## src/rtl/led7219_chain.sv

```systemverilog
// MAX7219 daisy-chain driver: init sequence, then continuous row refresh from a
// per-pass snapshot of the pixel bus, with intensity updates and periodic re-init.
module led7219_chain #(
   parameter int N_DEV         = 4,
   parameter int DIV_LOG2      = 5,
   parameter int SCAN_LIMIT    = 7,
   parameter int REINIT_PASSES = 16
) (
   input  logic                 clk,
   input  logic                 rst_n,
   input  logic [N_DEV*64-1:0]  data,
   input  logic [3:0]           intensity,
   output logic                 leds_out,
   output logic                 leds_clk,
   output logic                 leds_cs,
   output logic                 pass_done
);

   localparam int FW   = 16 * N_DEV;
   localparam int NPER = FW + 5;
   localparam int BW   = $clog2(NPER);
   localparam int PW   = (REINIT_PASSES > 0) ? $clog2(REINIT_PASSES + 1) : 1;

   localparam logic [BW-1:0] LAST_PER  = BW'(NPER - 1);
   localparam logic [BW-1:0] FIRST_BIT = BW'(5);
   localparam logic [PW-1:0] PASS_WRAP = PW'(REINIT_PASSES);
   localparam logic [7:0]    SCAN_VAL  = 8'(SCAN_LIMIT);

   typedef enum logic [2:0] {
      INIT_SCAN = 3'd0,
      INIT_DEC  = 3'd1,
      INIT_INT  = 3'd2,
      INIT_SHDN = 3'd3,
      INIT_TEST = 3'd4,
      ROW       = 3'd5,
      INT_UPD   = 3'd6
   } state_t;

   logic [DIV_LOG2-1:0] div_q, div_d;
   logic [BW-1:0]       bit_q, bit_d;
   state_t              state_q, state_d;
   logic [2:0]          row_q, row_d;
   logic [PW-1:0]       pass_q, pass_d;
   logic [FW-1:0]       frame_q, frame_d;
   logic [N_DEV*64-1:0] shadow_q, shadow_d;
   logic [3:0]          int_shadow_q, int_shadow_d;
   logic [3:0]          int_sent_q, int_sent_d;
   logic                out_q, out_d;
   logic                sclk_q, sclk_d;
   logic                cs_q, cs_d;
   logic                done_q, done_d;

   logic                wrap_s;
   logic [BW-1:0]       nb_s;
   logic [7:0]          addr_s;
   logic [7:0]          val_s;
   logic [N_DEV*64-1:0] row_src_s;
   logic [FW-1:0]       built_s;

   // Frame contents for the current state; bit periods 0..4 of each slot are the CS-high gap.
   always_comb begin
      addr_s    = 8'h0F;
      val_s     = 8'h00;
      row_src_s = (row_q == 3'd0) ? data : shadow_q;
      case (state_q)
         INIT_SCAN: begin addr_s = 8'h0B; val_s = SCAN_VAL;                 end
         INIT_DEC:  begin addr_s = 8'h09; val_s = 8'h00;                    end
         INIT_INT:  begin addr_s = 8'h0A; val_s = {4'h0, intensity};        end
         INIT_SHDN: begin addr_s = 8'h0C; val_s = 8'h01;                    end
         INIT_TEST: begin addr_s = 8'h0F; val_s = 8'h00;                    end
         ROW:       begin addr_s = {5'b00000, row_q} + 8'd1; val_s = 8'h00; end
         INT_UPD:   begin addr_s = 8'h0A; val_s = {4'h0, int_shadow_q};     end
         default:   begin addr_s = 8'h0F; val_s = 8'h00;                    end
      endcase
      built_s = '0;
      for (int d = 0; d < N_DEV; d++) begin
         if (state_q == ROW) begin
            built_s[d*16 +: 16] = {addr_s, row_src_s[d*64 + int'(row_q)*8 +: 8]};
         end else begin
            built_s[d*16 +: 16] = {addr_s, val_s};
         end
      end
   end

   // Bit-period sequencing, frame shifting and state advance at each CS rise.
   always_comb begin
      div_d        = div_q + DIV_LOG2'(1);
      bit_d        = bit_q;
      state_d      = state_q;
      row_d        = row_q;
      pass_d       = pass_q;
      frame_d      = frame_q;
      shadow_d     = shadow_q;
      int_shadow_d = int_shadow_q;
      int_sent_d   = int_sent_q;
      out_d        = out_q;
      cs_d         = cs_q;
      done_d       = 1'b0;
      wrap_s       = (div_q == {DIV_LOG2{1'b1}});
      nb_s         = (bit_q == LAST_PER) ? '0 : bit_q + BW'(1);
      sclk_d       = div_d[DIV_LOG2-1] && (bit_q >= FIRST_BIT);

      if (wrap_s) begin
         bit_d = nb_s;
         if (nb_s == FIRST_BIT) begin
            cs_d    = 1'b0;
            out_d   = built_s[FW-1];
            frame_d = built_s << 1;
            if (state_q == INIT_INT) begin
               int_sent_d = intensity;
            end else if (state_q == INT_UPD) begin
               int_sent_d = int_shadow_q;
            end else if (state_q == ROW && row_q == 3'd0) begin
               shadow_d     = data;
               int_shadow_d = intensity;
            end else begin
               int_sent_d = int_sent_q;
            end
         end else if (nb_s > FIRST_BIT) begin
            cs_d    = 1'b0;
            out_d   = frame_q[FW-1];
            frame_d = frame_q << 1;
         end else begin
            cs_d  = 1'b1;
            out_d = 1'b1;
            if (nb_s == '0) begin
               case (state_q)
                  INIT_SCAN: state_d = INIT_DEC;
                  INIT_DEC:  state_d = INIT_INT;
                  INIT_INT:  state_d = INIT_SHDN;
                  INIT_SHDN: state_d = INIT_TEST;
                  INIT_TEST: begin state_d = ROW; row_d = 3'd0; end
                  INT_UPD:   begin state_d = ROW; row_d = 3'd0; end
                  ROW: begin
                     if (row_q != 3'd7) begin
                        row_d = row_q + 3'd1;
                     end else begin
                        done_d = 1'b1;
                        row_d  = 3'd0;
                        if (REINIT_PASSES != 0 && (pass_q + PW'(1)) == PASS_WRAP) begin
                           pass_d  = '0;
                           state_d = INIT_SCAN;
                        end else begin
                           // Counter only moves when periodic re-init is enabled.
                           pass_d  = (REINIT_PASSES != 0) ? pass_q + PW'(1) : pass_q;
                           state_d = (int_shadow_q != int_sent_q) ? INT_UPD : ROW;
                        end
                     end
                  end
                  default: begin state_d = INIT_SCAN; row_d = 3'd0; end
               endcase
            end else begin
               state_d = state_q;
            end
         end
      end else begin
         bit_d = bit_q;
      end
   end

   // State and output registers.
   always_ff @(posedge clk or negedge rst_n) begin
      if (!rst_n) begin
         div_q        <= '0;
         bit_q        <= '0;
         state_q      <= INIT_SCAN;
         row_q        <= 3'd0;
         pass_q       <= '0;
         frame_q      <= '0;
         shadow_q     <= '0;
         int_shadow_q <= 4'h0;
         int_sent_q   <= 4'h0;
         out_q        <= 1'b0;
         sclk_q       <= 1'b0;
         cs_q         <= 1'b1;
         done_q       <= 1'b0;
      end else begin
         div_q        <= div_d;
         bit_q        <= bit_d;
         state_q      <= state_d;
         row_q        <= row_d;
         pass_q       <= pass_d;
         frame_q      <= frame_d;
         shadow_q     <= shadow_d;
         int_shadow_q <= int_shadow_d;
         int_sent_q   <= int_sent_d;
         out_q        <= out_d;
         sclk_q       <= sclk_d;
         cs_q         <= cs_d;
         done_q       <= done_d;
      end
   end

   assign leds_out  = out_q;
   assign leds_clk  = sclk_q;
   assign leds_cs   = cs_q;
   assign pass_done = done_q;

endmodule

```

## config.mk

```make
export PLATFORM = sky130hd
export DESIGN_NAME = led7219_chain
export DESIGN_NICKNAME = d
export VERILOG_FILES = /design/src/rtl/led7219_chain.sv
export SDC_FILE = /design/constraint.sdc
export NUM_CORES = 1
export LEC_CHECK = 0
export ABC_AREA = 1
export CORE_MARGIN = 2
export CORE_UTILIZATION = 47
export DETAILED_ROUTE_END_ITERATION = 10
export GPL_ROUTABILITY_DRIVEN = 0
export HOLD_SLACK_MARGIN = 0.05
export MAX_ROUTING_LAYER = met4
export PLACE_DENSITY = 0.7
export SLEW_MARGIN = 20
export SYNTH_ARGS = -nofsm -noshare
export SYNTH_HDL_FRONTEND = slang
export SYNTH_SLANG_ARGS = --single-unit
```

## constraint.sdc

```tcl
create_clock -name clk -period 5 [get_ports clk]
set_input_delay 0.5 -clock clk [delete_from_list [all_inputs] [get_ports clk]]
set_output_delay 0.5 -clock clk [all_outputs]
set_load 0.02 [all_outputs]
```

**Word level (Yosys, flattened, before mapping)**

Index checks and enable logic that the tools add are counted.

- Bits of input ports: 262
- Output and inout bits: 4
- Register bits after elaboration: 355

- Shifts and indexed selects: 4
- $lt $le $gt $ge: 2
- Equality and inequality tests: 13
- Bitwise logic cells: 6
- $add $sub $neg: 8
- Reductions and logical operators: 16
- Multiplexer cells: 29

Operators with widths:

| operator | number |
|---|---|
| $shiftx 256x10->8 | 2 |
| $mux 256 | 1 |
| $shiftx 256x7->8 | 1 |
| $shiftx 256x9->8 | 1 |
| $mux 64 | 2 |
| $mux 8 | 4 |
| $pmux 4 s5 | 1 |
| $add 8x6->9 const A | 2 |
| $pmux 3 s6 | 1 |
| $pmux 4 s4 | 1 |
| $reduce_and 5->1 | 3 |
| $add 5x1->5 const B | 2 |
| $eq 5x5->1 const B | 2 |
| $mux 1 | 10 |
| $eq 3x3->1 const B | 3 |
| $mux 3 | 3 |
| $add 7x6->8 const A | 1 |
| $mux 4 | 2 |
| $add 7x1->7 const B | 1 |
| $eq 7x3->1 const B | 1 |
| $eq 7x7->1 const B | 1 |
| $ge 7x3->1 const B | 1 |
| $gt 7x3->1 const B | 1 |
| $logic_not 7->1 | 1 |
| 20 further kinds | 30 |

**Depth between registers and ports, before layout**

Gate-level depths: netlist of the first run.

- Word-level depth: 7
- Mapped depth: 19
- Depth with buffers taken out: 14

**Worst setup path before layout of the first run**

OpenSTA, ideal clock, no wires.

- Path type: reg2reg
- Start point: register row_q[0]
- End point: register frame_q[2]
- Path buffers: 6
- Data arrival time: 2.586 ns
- Slack: 2.298 ns
- Data required time: 4.884 ns
- Clock period less this slack: 2.702 ns
- Stages on the path, launching flop included: 20
- Path through: dfrtp_1 clkbuf_1 inv_2 buf_2 buf_1 ha_1 buf_2 inv_1 nor2_1 buf_2 buf_2 nand2_1 o211ai_1 nand3_1 nand3_1 nand2_1 nand2_1 nand2_1 nand2_1 nand2_1

- Cells in the longest elaborated chain, start to end: 5

RTL lines:

| element | RTL line | text |
|---|---|---|
| from (decl) | 42 | `logic [2:0] row_q, row_d;` |
| from (signal assigned) | 181 | `row_q <= row_d;` |
| $logic_not 3->1 | 64 | `row_src_s = (row_q == 3'd0) ? data : shadow_q;` |
| $mux 256 | 64 |  |
| $shiftx 256x7->8 * | 78 | `built_s[d*16 +: 16] = {addr_s, row_src_s[d*64 + int'(row_q)*8 +: 8]};` |
| $mux 8 * | 77 | `if (state_q == ROW) begin` |
| $mux 64 * | 105 | `if (nb_s == FIRST_BIT) begin` |
| to (signal assigned) | 183 | `frame_q <= frame_d;` |
| to (decl) | 44 | `logic [FW-1:0] frame_q, frame_d;` |

Mark *: on every way between the ends. The rest lies on a longest branch, timed or not.
A chain may end at the register's enable or synchronous reset.

**Worst setup path after layout of the first run**

- Start point: register row_q[0]
- End point: register frame_q[5]

Same word-level chain as after synthesis.

==> qor.log, run 1 <==
INFO  floorplan      start_util=47.52%
INFO  synth          synth_edf_count=0
INFO  critical_path  cp.arrival=4.16ns
INFO  synth          post-synth-top-area-cell=dfrtp_1
INFO  timing         timing.final.hold_violations=0
INFO  clock_tree     cts_tree=yes
INFO  clock_tree     cts.reportedPaths.clkPinSlew=0.06ns
INFO  timing         final.setup.tns=0ns
INFO  synth          ys.flop_type=dfrtp_1
INFO  synth          average_footprint_of_a_synthesized_cell=6.894µm²
INFO  synth          synth_fp_nets=3,163
INFO  timing         max_clock_freq=273.1MHz
INFO  timing         grt_setup_unrepaired=no
INFO  critical_path  worst_flop_to_flop_path_startpoint=row_q[0]$_DFFE_PN0P_
INFO  synth          ff_latch_count_synth=354
INFO  power_and_ir_drop seqPwrFrac=44.7%
INFO  clock_tree     cts.path.max_buffers=3
INFO  timing         normalized_max_slew_margin=27.47%
INFO  clock_tree     clock_sink_count=354
INFO  floorplan      die_ar=44,070µm²
INFO  global_route   globalRouteOverflowTotal=0
INFO  clock_tree     tritoncts.num_buffers=41
INFO  timing         worst-slew-pin-transition=1.088ns
INFO  critical_path  critPathKind=flop to flop
INFO  synth          synth_warnings=0
INFO  route          detail-route-antenna-nets=0
INFO  layout         fraction_of_layout_instances_using_a_drive_strength_above_1=4.107%
INFO  synth          synth_top_area_share=44.32%
INFO  power_and_ir_drop static_leakage=12.37nW
INFO  route          detail_route.vias_per_cell=5.423
INFO  synth          synthArstFlopShare=100.0%
INFO  critical_path  required=5.50ns
INFO  outcome        status=finished clean
INFO  timing         timing.final.crit_share=73.24%
INFO  min_path       timing.hold.worst.start=div_q[0]$_DFF_PN0_
INFO  power_and_ir_drop intPower=0.004924W
INFO  timing         final_max_slew_viol_count=0
INFO  route          initialDrtViolationCount=2,128
INFO  route          vias=19,570
INFO  synth          netlist_area=19,930µm²
INFO  power_and_ir_drop total_power_divided_by_cell_area=265.0nW/µm²
INFO  synth          synth_seq_area_share=44.45%
INFO  global_route   grt_use_total=29.72%
INFO  global_route   grt_max_degree=118
INFO  critical_path  startpoint_type=flop
INFO  floorplan      coreArea=41,950µm²
INFO  power_and_ir_drop ir_worst_vdd=0.2164mV
INFO  synth          synthMostInstantiatedCell=nand2_1
INFO  power_and_ir_drop power.share.switching=23.10%
INFO  layout         post-route-cell-area=24,160µm²
INFO  global_route   first_pass_grt_wire_length=100,800µm
INFO  timing         postLayoutSetupSlackWorst=1.338ns
INFO  synth          netlist_top_cells_count=nand2_1 (1,045), nand3_1 (415), dfrtp_1 (353)
INFO  critical_path  crit_path_end_kind=flop
INFO  floorplan      rows=75
INFO  clock_tree     cts-htree-levels=2
INFO  floorplan      die_width=209.9µm
INFO  synth          synthDistinctLibCells=29
INFO  route          wl_per_cell=17.51µm
INFO  route          final_routed_wirelength_across_all_metal_layers=63,160µm
INFO  global_route   first_global_vias=18,240
INFO  floorplan      fp.dieH=209.9µm
INFO  power_and_ir_drop clock_share_of_power=47.5%
INFO  place          dp_hpwl=42,220µm
INFO  clock_tree     cts.root.buffer_cell=clkbuf_16
INFO  min_path       hold_path_class=flop to flop
INFO  timing         worst_clock_skew=0.01414ns
INFO  timing         timing.final.crit_period=3.662ns
INFO  clock_tree     cts-resized-gates=0
INFO  timing         report.final.setup_viol=0
INFO  flow_run       cap_violations=0
INFO  route          drc=0
INFO  power_and_ir_drop power_switching=0.001479W
INFO  clock_tree     clock_latency=0.57ns
INFO  critical_path  critical_path.startpoint=row_q[0]$_DFFE_PN0P_
INFO  layout         syn_to_final_growth=21.22%
INFO  layout         final_net_count=3,310
INFO  route          first_pass_iters=8
INFO  synth          synthTopCellsByArea=dfrtp_1 (44%), nand2_1 (20%), nand3_1 (10%)
INFO  place          dpl_cell_area=22,800µm²
INFO  global_route   number_of_antenna_violations_at_the_first_check_in_global_routing=0
INFO  place          portBuffers=265
INFO  synth          syn_inst=2,891
INFO  floorplan      floorplan.io_pins=266
INFO  place          preCtsSetupSlack=1.433ns
INFO  layout         fill_cells=3,917
INFO  critical_path  timing.critical_path.fanout_max=63
INFO  power_and_ir_drop p_comb_share=7.8%
## worst paths after layout
kind | end | slack (ns) | depth (start not counted)
worst max-delay path | frame_q[5]$_DFFE_PN0P_ | 1.34 | 15
worst min-delay path | div_q[0]$_DFF_PN0_ | 0.45 | 1
worst max register to register | frame_q[5]$_DFFE_PN0P_ | 1.34 | 15
worst min register to register | div_q[0]$_DFF_PN0_ | 0.45 | 1
max in group asynchronous | frame_q[5]$_DFFE_PN0P_ | 2.95 | 3
min in group asynchronous | shadow_q[170]$_DFFE_PN0P_ | 0.59 | 2
## cell families (layout without fill, tap and decap cells)
family                   count (synthesis)  after routing  synth area share [%]
buffers and inverters                  516            693                 10.42
other                                    0              1                     0
adder cells (fa/ha/maj)                 10             10                0.6277
AND/OR/NAND/NOR                       1583           1583                 32.84
XOR/XNOR                                11             11                0.4834
AO/OA/AOI/OAI                          417            417                 11.18
flip-flops                             354            354                 44.45
## worst max-delay path, cell delays in order (launching register included)
cell and delay [ns]:
dfrtp_4 0.72, inv_4 0.12, ha_2 0.38, inv_1 0.12, nor2_4 0.65, buf_12 0.34, nand2_1 0.09, nand3_1 0.08
nand2_1 0.10, nor2_1 0.37, nor2_1 0.16, nor2_1 0.13, nand2_1 0.05, nand2_1 0.06, nand2_1 0.05, nand2_1 0.08
## per-layer routing
metal  wire [µm]  part of all wire, %  global-route usage, %
met5           0                    0                      -
met4        1899                  3.0                  9.660
met3        4797                  7.6                  3.993
met2       27960                   44                  44.31
met1       28510                   45                  42.14
## layout make-up
type	instances	area, µm²	area share, %
Clock buffer	62	1237	5.121
Antenna cell	1	2.502	0.01036
Multi-Input combinational cell	2021	9020	37.33
Tap cell	539	674.4	2.791
Inverter	321	1210	5.008
Sequential cell	354	8869	36.70
Clock inverter	11	108.9	0.4505
Timing Repair Buffer	299	3040	12.58
## cell usage in the layout (no fill, tap or decap), drive strengths merged
cell type      instances
buf                   34
o211ai                54
clkinv                 8
xnor2                  4
ha                    10
o21a                   1
diode                  1
dfstp                  1
o21ai                347
dfrtp                353
nand3                418
dlygate4sd3            1
nand3b                 2
nor2                 108
nor3                   6
clkbuf                62
inv                  322
bufinv                 2
a21oi                 14
nand4                  2
o221ai                 1
clkdlybuf4s50        264
nand2               1047
xor2                   7
## flip-flops by register name, indices dropped and copies added (netlist names)
register and count:
shadow_q 256, frame_q 63, bit_q 7, div_q 5, pass_q 5, int_sent_q 4
int_shadow_q 4, row_q 3, state_q 3, leds_clk 1, leds_cs 1, leds_out 1
pass_done 1
## repair_timing
action / 4_1_cts / 5_1_grt
buffers inserted: 0 / 0
endpoints found under the hold margin: 13 / 0
hold buffers: 1 / 0
## power groups by stage
stage          registers (W)  clock network [W]  logic (W)
2_1_floorplan        0.00292                  0   0.000141
6_report             0.00287            0.00304   0.000497
4_1_cts              0.00287            0.00308   0.000500
3_5_place_dp         0.00292                  0   0.000495
3_3_place_gp         0.00292                  0   0.000494
5_1_grt              0.00286            0.00320   0.000547
## metrics by stage
stage	std cells	hold WS [ns]	util [%]	power [W]
after floorplan	2891	0.2044	-	0.003059
after global placement	3533	0.4343	54.36	0.003412
after detailed placement	3533	0.4456	54.36	0.003412
after CTS	3607	0.4559	57.60	0.006446
after global routing	3607	0.4799	57.60	0.006606
final	3608	0.4500	57.60	0.006403
Note: power is estimated with default switching activity, not from simulation.
==> run 2, diff against run 1 <==
PLACE_DENSITY = 0.73   (was 0.7)
clock period = 3.2 ns   (was 5 ns; I/O delays follow)
==> run 2 against run 1 <==
Final cell count grew 0.28%. Total power grew 52%. Sequential share of layout area shrank 0.15 points. Highest routed layer unchanged. Via count grew 1.1%. Wire length shrank 0.63%. Sequential cell count is the same. Die area is the same.
==> qor.log, run 2 (same netlist as run 1, synthesis figures left out) <==
INFO  power_and_ir_drop static_leakage=12.42nW [+0.42%]
INFO  power_and_ir_drop power.share.switching=23.47% [+0.37 points]
INFO  power_and_ir_drop p_comb_share=8.0% [+0.2 points]
INFO  layout         fin_cells=3,618 [+0.28%]
INFO  floorplan      die_ar=44,070µm² [unchanged]
INFO  timing         postLayoutSetupSlackWorst=0.3554ns [-0.9825 ns]
INFO  floorplan      fp.dieH=209.9µm [unchanged]
INFO  min_path       timing.hold.worst.start=data[122]
INFO  floorplan      start_util=47.52% [unchanged]
INFO  layout         regMostFlops=shadow_q
INFO  floorplan      rows=75 [unchanged]
INFO  critical_path  required=3.67ns [-1.83 ns]
INFO  clock_tree     clock_sink_count=354 [unchanged]
INFO  power_and_ir_drop clock_share_of_power=46.2% [-1.3 points]
INFO  clock_tree     cts.path.max_buffers=3 [unchanged]
INFO  route          met3_length=4923µm [+2.6%]
INFO  critical_path  startpoint_type=flop
INFO  timing         finalHoldWorstSlack=0.3227ns [-0.1273 ns]
INFO  place          dp_hpwl=42,390µm [+0.40%]
INFO  layout         fill_cells=3,752 [-4.2%]
INFO  timing         worst_clock_skew=0.02213ns [+0.007987 ns]
INFO  timing         max_clock_freq=351.5MHz [+29%]
INFO  global_route   number_of_antenna_violations_at_the_first_check_in_global_routing=2 [+2]
INFO  layout         syn_to_final_growth=21.70%
INFO  timing         normalized_max_slew_margin=35.51% [+8.0 points]
INFO  min_path       hold_path_class=input port to flop
INFO  critical_path  critical_path_depth=14 [-1]
INFO  critical_path  crit_path_frequent_cell=nand2_1
INFO  critical_path  critical_path.startpoint=bit_q[0]$_DFFE_PN0N_
INFO  route          first_pass_iters=6 [-2]
INFO  route          wl_per_cell=17.35µm [-0.91%]
INFO  route          detail-route-antenna-nets=0 [unchanged]
INFO  timing         timing.final.hold_violations=0 [unchanged]
INFO  critical_path  worst-r2r-cell-count=14 [-1]
INFO  critical_path  timing.critical_path.fanout_max=27 [-57%]
INFO  timing         grt_setup_unrepaired=no
INFO  global_route   first_pass_grt_wire_length=100,800µm [unchanged]
INFO  clock_tree     cts_tree=yes
INFO  place          post-place-cells=3,545 [+0.34%]
INFO  route          detail_route.vias_per_cell=5.469 [+0.84%]
INFO  route          routedLengthMet1=28,260µm [-0.87%]
INFO  route          wl_met2=27,440µm [-1.8%]
INFO  critical_path  worst_flop_to_flop_path_startpoint=bit_q[0]$_DFFE_PN0N_
INFO  layout         reg.largest.list=shadow_q: 256 flops, frame_q: 63 flops, bit_q: 7 flops
INFO  global_route   grt_use_total=29.59% [-0.13 points]
INFO  route          vias=19,790 [+1.1%]
INFO  critical_path  critPathKind=flop to flop
INFO  timing         final.setup.tns=0ns [unchanged]
INFO  timing         final_max_slew_viol_count=0 [unchanged]
INFO  critical_path  slowest_stage=dfrtp_1
INFO  clock_tree     cts-resized-gates=0 [unchanged]
INFO  route          initialDrtViolationCount=2,298 [+8.0%]
INFO  clock_tree     cts-htree-levels=2 [unchanged]
INFO  timing         timing.final.crit_period=2.845ns [-0.8175 ns]
INFO  power_and_ir_drop total_power=0.009763W [+52%]
INFO  route          drc=0 [unchanged]
INFO  floorplan      die_width=209.9µm [unchanged]
INFO  min_path       min_path_cells=3 [+2]
INFO  critical_path  cp.arrival=3.31ns [-0.85 ns]
INFO  floorplan      coreArea=41,950µm² [unchanged]
INFO  power_and_ir_drop power_switching=0.002291W [+55%]
INFO  power_and_ir_drop intPower=0.007472W [+52%]
INFO  floorplan      floorplan.io_pins=266 [unchanged]
INFO  critical_path  cells_along_the_critical_path=inv_1 > ha_1 > nand2_1 > inv_1 > nand3_2 > nand2_1 > nor2_2 > nor2_4 > nand2_1 > buf_4 > nand2_2 > nor2_4 > nand2_1 > o21ai_0
INFO  timing         report.final.setup_viol=0 [unchanged]
INFO  global_route   first_global_vias=18,490 [+1.4%]
INFO  clock_tree     cts.root.buffer_cell=clkbuf_16
INFO  layout         layout.cells.most_common_list=nand2_1 (1,044), nand3_1 (415), dfrtp_1 (350)
INFO  clock_tree     cts.reportedPaths.clkPinSlew=0.06ns [about the same]
INFO  timing         timing.final.crit_share=88.90% [+16 points]
INFO  critical_path  crit_path_end_kind=flop
INFO  flow_run       cap_violations=0 [unchanged]
INFO  place          portBuffers=265 [unchanged]
INFO  route          final_routed_wirelength_across_all_metal_layers=62,760µm [-0.63%]
INFO  layout         final_net_count=3,321 [+0.33%]
INFO  layout         largest_register_ffs=256 [unchanged]
INFO  timing         worst-slew-pin-transition=0.9674ns [-0.1206 ns]
INFO  power_and_ir_drop seqPwrFrac=45.8% [+1.1 points]
INFO  power_and_ir_drop total_power_divided_by_cell_area=402.5nW/µm² [+52%]
INFO  clock_tree     tritoncts.num_buffers=40 [-2.4%]
INFO  critical_path  critical-path-top-delay-family=simple AND/OR/NAND/NOR gates
INFO  critical_path  slowest_delay=0.47ns [-0.25 ns]
INFO  global_route   grt_max_degree=136 [+15%]
INFO  layout         fraction_of_layout_instances_using_a_drive_strength_above_1=4.485% [+0.38 points]
INFO  global_route   globalRouteOverflowTotal=0 [unchanged]
INFO  layout         mostFrequentLayoutCell=nand2_1
INFO  clock_tree     clock_latency=0.57ns [about the same]
INFO  outcome        status=finished clean
INFO  place          preCtsSetupSlack=0.3902ns [-1.043 ns]
INFO  critical_path  path_buf_inv=3 [unchanged]
INFO  power_and_ir_drop ir_worst_vdd=0.3136mV [+45%]
INFO  route          top_signal_layer_used=met4
## run 2: final timing paths
| check | endpoint | slack, ns |
|---|---|---|
| min | shadow_q[122]$_DFFE_PN0P_ | 0.32 |
| max | frame_q[16]$_DFFE_PN0P_ | 0.36 |
| max in group asynchronous | shadow_q[19]$_DFFE_PN0P_ | 1.79 |
| max reg2reg | frame_q[16]$_DFFE_PN0P_ | 0.36 |
| min in group asynchronous | shadow_q[202]$_DFFE_PN0P_ | 0.40 |
| min reg2reg | div_q[0]$_DFF_PN0_ | 0.45 |
## run 2: cell type report
class                           instances  area [µm²]  share of cell area [%]
Sequential cell                       354        8866                   36.55
Antenna cell                            2       5.005                 0.02063
Tap cell                              539       674.4                   2.780
Multi-Input combinational cell       2021        9020                   37.19
Timing Repair Buffer                  311        3218                   13.27
Clock buffer                           59        1204                   4.962
Inverter                              321        1209                   4.983
Clock inverter                         11       60.06                  0.2476
## run 2: worst reg2reg max path, delay by kind of cell (launching register included)
kind	cells	cell delay [ns]
AOI/OAI and AO/OA	1	0.10
DFF	1	0.47
adders and majority gates	1	0.24
and+or+nand+nor	9	1.39
buffers and inverters	3	0.58
## run 2: repair_timing
| action | 4_1_cts | 5_1_grt |
|---|---|---|
| endpoints found under the hold margin | 89 | 0 |
| setup endpoints to repair | 0 | 0 |
| hold buffers | 1 | 0 |
| setup buffers | 0 | 0 |
## run 2: per-layer routing
layer  vias up  GRT usage, %
met4         0         10.10
met1      9346         41.49
met5         -             -
li1       9494             -
met3       123         4.961
met2       824         43.69
## run 2: through the flow
stage | util, % | cell area (µm²)
CTS | 57.81 | 24250
detailed placement | 54.78 | 22980
finish | 57.83 | 24260
floorplan | - | 19930
global placement | 54.78 | 22980
global route | 57.83 | 24260
## run 2: power by group through the flow
stage	combinational (W)	clock, W	sequential [W]
after detailed placement	0.000775	0	0.00456
final	0.000779	0.00451	0.00448
after CTS	0.000784	0.00455	0.00448
after floorplan	0.000221	0	0.00456
after global routing	0.000855	0.00475	0.00447
after global placement	0.000769	0	0.00456
